<file path="config.mk">
export PLATFORM = sky130hd
export DESIGN_NAME = memory_pipe
export DESIGN_NICKNAME = d
export VERILOG_FILES = /design/src/rtl/memory_pipe.sv
export SDC_FILE = /design/constraint.sdc
export NUM_CORES = 1
export LEC_CHECK = 0
export BUFFER_PORTS_ARGS = -buffer_cell sky130_fd_sc_hd__buf_2
export CORE_MARGIN = 3
export CORE_UTILIZATION = 61
export CTS_BUF_LIST = sky130_fd_sc_hd__clkbuf_16
export CTS_CLUSTER_DIAMETER = 100
export CTS_CLUSTER_SIZE = 20
export DETAILED_ROUTE_END_ITERATION = 8
export PLACE_DENSITY = 0.77
export SLEW_MARGIN = 0
export SYNTH_ARGS = -nofsm -noshare
export SYNTH_HDL_FRONTEND = slang
export SYNTH_SLANG_ARGS = --single-unit
</file>
<file path="constraint.sdc">
create_clock -name clk -period 2.4 [get_ports clk]
set_input_delay 0.24 -clock clk [delete_from_list [all_inputs] [get_ports clk]]
set_output_delay 0.24 -clock clk [all_outputs]
set_load 0.03 [all_outputs]
</file>
<file path="src/rtl/memory_pipe.sv">
// Single-port synchronous memory with per-byte write enables, a fixed-latency read
// pipeline and a self-clearing init sequencer that zeroes the array after reset or clr_i.
module memory_pipe #(
  parameter int unsigned DATA_WIDTH   = 16,
  parameter int unsigned ADDR_WIDTH   = 4,
  parameter int unsigned READ_LATENCY = 2
) (
  input  logic                    clk,
  input  logic                    rst,
  input  logic                    clr_i,
  input  logic                    en_i,
  input  logic                    rw_i,
  input  logic [ADDR_WIDTH-1:0]   addr_i,
  input  logic [DATA_WIDTH/8-1:0] be_i,
  input  logic [DATA_WIDTH-1:0]   data_i,
  output logic                    rdy_o,
  output logic [DATA_WIDTH-1:0]   data_o,
  output logic                    vld_o,
  output logic                    init_done_o
);

  localparam int NumBytes = int'(DATA_WIDTH / 8);
  localparam int Depth    = 2 ** ADDR_WIDTH;
  localparam int Latency  = int'(READ_LATENCY);
  localparam logic [ADDR_WIDTH-1:0] LastAddr = {ADDR_WIDTH{1'b1}};

  typedef enum logic [0:0] {StInit, StIdle} state_e;

  state_e                  state_q, state_d;
  logic [ADDR_WIDTH-1:0]   ptr_q, ptr_d;
  logic                    init_done_q, init_done_d;

  logic [DATA_WIDTH-1:0]   mem [Depth];
  logic                    wr_en;
  logic [ADDR_WIDTH-1:0]   wr_addr;
  logic [DATA_WIDTH-1:0]   wr_data;
  logic [NumBytes-1:0]     wr_be;
  logic                    rd_acc;

  logic [Latency-1:0]      vld_pipe;
  logic [DATA_WIDTH-1:0]   data_pipe [Latency];

  always_comb begin
    state_d     = state_q;
    ptr_d       = ptr_q;
    init_done_d = init_done_q;
    wr_en       = 1'b0;
    wr_addr     = addr_i;
    wr_data     = data_i;
    wr_be       = be_i;
    rd_acc      = 1'b0;
    unique case (state_q)
      StInit: begin
        // The init sequencer shares the single write port with normal traffic.
        wr_en   = 1'b1;
        wr_addr = ptr_q;
        wr_data = '0;
        wr_be   = '1;
        ptr_d   = ptr_q + 1'b1;
        if (ptr_q == LastAddr) begin
          state_d     = StIdle;
          init_done_d = 1'b1;
        end
      end
      StIdle: begin
        wr_en  = en_i && rw_i;
        rd_acc = en_i && !rw_i;
        if (clr_i) begin
          state_d = StInit;
          ptr_d   = '0;
        end
      end
      default: state_d = StInit;
    endcase
  end

  always_ff @(posedge clk or negedge rst) begin
    if (!rst) begin
      state_q     <= StInit;
      ptr_q       <= '0;
      init_done_q <= 1'b0;
    end else begin
      state_q     <= state_d;
      ptr_q       <= ptr_d;
      init_done_q <= init_done_d;
    end
  end

  always_ff @(posedge clk) begin
    if (wr_en) begin
      for (int k = 0; k < NumBytes; k++) begin
        if (wr_be[k]) mem[wr_addr][k*8 +: 8] <= wr_data[k*8 +: 8];
      end
    end
  end

  // Each stage only advances data alongside a valid bit, so data_o holds between pulses.
  always_ff @(posedge clk or negedge rst) begin
    if (!rst) begin
      vld_pipe <= '0;
      for (int i = 0; i < Latency; i++) data_pipe[i] <= '0;
    end else begin
      vld_pipe[0] <= rd_acc;
      if (rd_acc) data_pipe[0] <= mem[addr_i];
      for (int i = 1; i < Latency; i++) begin
        vld_pipe[i] <= vld_pipe[i-1];
        if (vld_pipe[i-1]) data_pipe[i] <= data_pipe[i-1];
      end
    end
  end

  assign rdy_o       = (state_q == StIdle);
  assign vld_o       = vld_pipe[Latency-1];
  assign data_o      = data_pipe[Latency-1];
  assign init_done_o = init_done_q;

endmodule

</file>
Word level (Yosys, flattened, before mapping)

Memory sizes are Yosys's and may differ from the RTL's. A register that Yosys moved wholly into a read port is not among the register bits.
Cells that the tools add are included.

Add/subtract/negate cells: 1
Equal/unequal tests: 2
Multiplexer cells: 16
Bitwise gates (word level): 1
Reduce and logical (&&, ||, !) cells: 5

Operator list:

| operator              | number |
|---|---|
| $mux W16              | 1 |
| $mux W1               | 9 |
| $mux W4               | 2 |
| $pmux W4 S2           | 1 |
| $add A4 B1 Y4 const B | 1 |
| $eq A4 B4 Y1 const B  | 1 |
| $pmux W1 S2           | 2 |
| $logic_and A1 B1 Y1   | 2 |
| $logic_not A1 Y1      | 2 |
| $mux W2               | 1 |
| $ne A2 B2 Y1 const B  | 1 |
| $reduce_and A2 Y1     | 1 |
| $not A1 Y1            | 1 |

Bits in registers: 24
RAM bits: 256
Input bits: 27
Logic and storage cells: 31
Memories: 1

Memory list:

| memory | words | width | rd ports | clocked after Yosys merged registers in | write ports | RTL line | text |
|---|---|---|---|---|---|---|---|
| mem    | 16    | 16    | 1        | 1                                       | 1           | 33       | `logic [DATA_WIDTH-1:0] mem [Depth];` |

Logic depth before layout (Yosys ltp)

Depth in word-level cells: 4
Mapped depth: 7

Worst setup path after synthesis

No wires, ideal clock.

Path kind: register -> register
Start point: register state_q, in the netlist rdy_o
End point: memory mem[1][0] (enable)
Data arrival time: 1.585 ns
Required time: 2.030 ns
Setup slack: 0.445 ns
Stages on the path, launching flop included: 6
Buffers on the path: 1
Cell sequence: dfrtp_1 > buf_2 > nor3b_1 > a21oi_1 > a21o_1 > nor2_1

Cells in the longest elaborated chain, start to end: 4
Elaborated cells between the ends (all ways): 7

Ends and longest elaborated chain:

| item                                                   | RTL line | text |
|---|---|---|
| start: declaration                                     | 29       | `state_e state_q, state_d;` |
| start signal: assignment                               | 79       | `state_q <= StInit;` |
| start signal: assignment                               | 83       | `state_q <= state_d;` |
| $not A1 Y1 (no line) / $mux W2 (equally long branches) | n/a      |  |
| $pmux W1 S2 / $mux W1 (equally long branches)          | 52, 92   |  |
| $mux W1                                                | 90       | `if (wr_en) begin` |
| $mux W1 (implied by the code)                          | 92       | `if (wr_be[k]) mem[wr_addr][k*8 +: 8] <= wr_data[k*8 +: 8];` |
| end: declaration                                       | 33       |  |

Parallel ways exist; a longest one is shown, timed or not.

Worst setup path in the final report

Start point: register state_q, in the netlist rdy_o
End point: memory mem[0][0] (enable)

The elaborated chain is that of the path after synthesis.

==> run summary <==
Hold Crit Class: primary input to register
required time of the critical path: 2.66 ns
Cell Area, Synth: 11,800 sq um
syn nets: 651
post-synthesis sequential element count: 296
Max clock buf depth: 3
Critical Path Slowest Stage Cell: dfrtp_1
kind of critical path: register to register
Most common cell on crit path: buf_4
routed vias/inst: 6.27
Synthesis Warnings: 0
minimum clock period after layout: 2.01 ns
launching element type of the critical path: register
root cell of the clock tree: clkbuf_16
I/O pin count: 46
maximum number of pins on one net before global-route repair: 42
clock-pin slew on the worst setup and hold paths: 0.08 ns
post-route core utilization: 0.686
final net count: 714
number of hold violations in the final report: 0
fraction of layout cells with a size suffix above 1: 0.222
initial cell density of the core: 0.627
number of inserted diodes: 0
Sum Neg Setup Slack: 0 ns
fill count: 1,243
Area Growth Syn to Fin: 9.36%
Post-route DRC: 0
delay of the slowest cell on the worst path: 0.52 ns
detail-routed net length per standard cell: 25.0 microns
final weighted congestion in routability-driven placement: 0.839
DRT Pass-1 Iters: 7
critical path cell sequence: buf_4 -> nor3_1 -> a21oi_1 -> a21o_1 -> nor2_1 -> buf_4
worst setup skew after layout: 0.0178 ns
global-route wire length before repair: 36.7 mm
number of I/O port buffers: 45
Worst slew margin: 0.347
sum of overflow across all layers after global routing: 0
peak ir drop on the vdd network: 0.900 mV
Min-Delay Path Depth: 4
total leakage power: 4.75 nW
half-perimeter wire length after placement: 15.1 mm
max_cap viols: 0
number of cells on the worst reg-to-reg path: 6
CTS Buf Count: 18
sequential element share of the synthesized area: 0.733
Crit path depth: 6
worst-skew pair later-pin latency: 0.51 ns
Worst Path Max Fanout: 25
Via Count: 6,004
transition time of the tightest slew-check pin: 0.980 ns
die boundary height: 145 microns
horizontal die dimension: 145 microns
count of cell types in the netlist: 40
gr usage total: 0.230
Crit. End Element: register
number of buffers added for setup after CTS: 0
WL final: 23.9 mm
Max Transition Viols Final: 0
outcome: finished clean
power consumption: 13.7 mW
post-synthesis cell count: 623
number of endpoints failing setup at the final stage: 0
setup repair after global routing missed its margin: false
Rows: 50
clock sink total: 296
Arr. time, crit path: 2.27 ns
mean instance size in the synthesized netlist: 19.0 sq um
share of the cycle needed by the critical path after routing: 0.838
clock tree from TritonCTS: yes
power density of the placed cells: 1060 nW/um^2
highest clock rate: 0.497 GHz
initial antenna violation count: 0
DIE AREA: 21,100 sq um
H-Tree Level Count: 1
ANT nets after route: 0
via count of the first global-routing pass: 5,962
Bufs and invs on worst path: 2
Placeable Area: 18,900 sq um
family with the most delay on the worst path: compound AO/OA/AOI/OAI gates
initial detailed-routing violation count: 722
[stage by stage]
| step | setup WS (ns) | cells | hold WS (ns) | instance area [sq um] |
|---|---|---|---|---|
| final | 0.388 | 957 | 0.297 | 13000 |
| after CTS | 0.410 | 957 | 0.284 | 13000 |
| after global routing | 0.260 | 957 | 0.337 | 13000 |
| after global placement | 0.528 | 924 | 0.436 | 12400 |
| after detailed placement | 0.445 | 924 | 0.452 | 12400 |
| after floorplan | 0.445 | 623 | -0.0556 | 11800 |
[layout by cell type, fill, tap and decap left out, types with 3 or more instances in the layout]
| cell type | Yosys | layout |
|---|---|---|
| nand2_1 | 21 | 21 |
| mux2i_1 | 49 | 49 |
| a21oi_1 | 3 | 3 |
| dfrtp_1 | 40 | 40 |
| and2_1 | 19 | 19 |
| o21ai_0 | 6 | 6 |
| nand3_1 | 3 | 3 |
| a21o_1 | 8 | 8 |
| buf_4 | 19 | 44 |
| o21ai_1 | 11 | 11 |
| mux4_2 | 28 | 28 |
| a221oi_1 | 16 | 16 |
| nor2_1 | 35 | 35 |
| edfxtp_1 | 256 | 256 |
| mux2_2 | 16 | 16 |
| o211ai_1 | 16 | 16 |
| buf_12 | 0 | 3 |
| clkbuf_16 | 0 | 20 |
| buf_2 | 9 | 44 |
| mux4_1 | 20 | 20 |
| inv_1 | 5 | 16 |
[final timing paths]
kind | startpoint | endpoint | slack (ns)
min in group asynchronous | rst | data_o[11] | 0.44
worst max register to register | rdy_o | mem[0][0] | 0.39
max in group asynchronous | rst | ptr_q[1] | 1.35
worst min register to register | init_done_o | init_done_o | 0.47
worst max-delay path | rdy_o | mem[0][0] | 0.39
worst min-delay path | en_i | vld_pipe[0] | 0.30
[area by class of cell]
cell class | instances | area, sq um | share of cell area
Clock buffer | 20 | 500 | 0.0386
Clock inverter | 11 | 41.3 | 0.00319
Inverter | 5 | 18.8 | 0.00145
Multi-Input combinational cell | 272 | 2750 | 0.212
Sequential cell | 296 | 8690 | 0.671
Tap cell | 260 | 325 | 0.0251
Timing Repair Buffer | 93 | 631 | 0.0487
[Yosys cell counts, drive strengths merged]
| cell | n | area (sq um) |
|---|---|---|
| edfxtp | 256 | 7690 |
| mux2i | 49 | 490 |
| mux4 | 48 | 1160 |
| buf | 43 | 349 |
| dfrtp | 40 | 1000 |
| nor2 | 35 | 131 |
| nand2 | 21 | 78.8 |
| and2 | 19 | 119 |
| o21ai | 17 | 85.1 |
| a221oi | 16 | 140 |
| mux2 | 16 | 180 |
| o211ai | 16 | 120 |
| a21o | 8 | 60.1 |
| clkbuf | 5 | 18.8 |
| inv | 5 | 18.8 |
| a21oi | 3 | 15.0 |
| nand3 | 3 | 15.0 |
| a31oi | 2 | 12.5 |
| a32oi | 2 | 17.5 |
| nor3 | 2 | 10.0 |
| nor3b | 2 | 15.0 |
| o22ai | 2 | 12.5 |
| and3 | 1 | 6.26 |
| dlygate4sd1 | 1 | 8.76 |
| dlymetal6s2s | 1 | 12.5 |
| ha | 1 | 12.5 |
| nand2b | 1 | 6.26 |
| nand3b | 1 | 7.51 |
| nand4b | 1 | 8.76 |
| nand4bb | 1 | 11.3 |
| nor2b | 1 | 6.26 |
| o21bai | 1 | 7.51 |
| o2bb2ai | 1 | 8.76 |
| xnor2 | 1 | 8.76 |
| xor2 | 1 | 8.76 |
[logic make-up (layout without fill, tap and decap cells)]
family	count (synthesis)	count (layout)	synth area share
buffers and inverters	55	129	0.0344
AND/OR/NAND/NOR	88	88	0.0351
AO/OA/AOI/OAI	68	68	0.0404
flip-flops	296	296	0.733
multiplexers	113	113	0.154
adder cells (fa/ha/maj)	1	1	0.00106
XOR/XNOR	2	2	0.00148
[sequential cells by signal (all words and copies together) (netlist names)]
signal,count
mem,256
init_done_o,1
data_pipe,16
data_o,16
ptr_q,4
vld_pipe,2
rdy_o,1
[what timing repair did]
item,in CTS,in global routing
hold buffers,2,0
endpoints found under the hold margin,44,0
resized for setup,0,0
[worst min-delay path, stage by stage]
cell and delay [ns]:
buf_2 0.14, nand3b_1 0.09, buf_4 0.22, inv_1 0.07
[per-layer routing]
metal	global-route usage	vias up	wire length [microns]
li1	-	2593	-
met1	0.348	3068	9740
met2	0.349	307	11200
met3	0.0533	36	2540
met4	0.0575	0	484
met5	0	-	0
[power by group]
group / switching, mW / leakage, nW / internal, mW
combinational: 2.02 / 1.55 / 1.11
sequential: 0.431 / 2.90 / 7.12
clock: 1.56 / 0.305 / 1.50
Note: power is estimated with default switching activity, not from simulation.
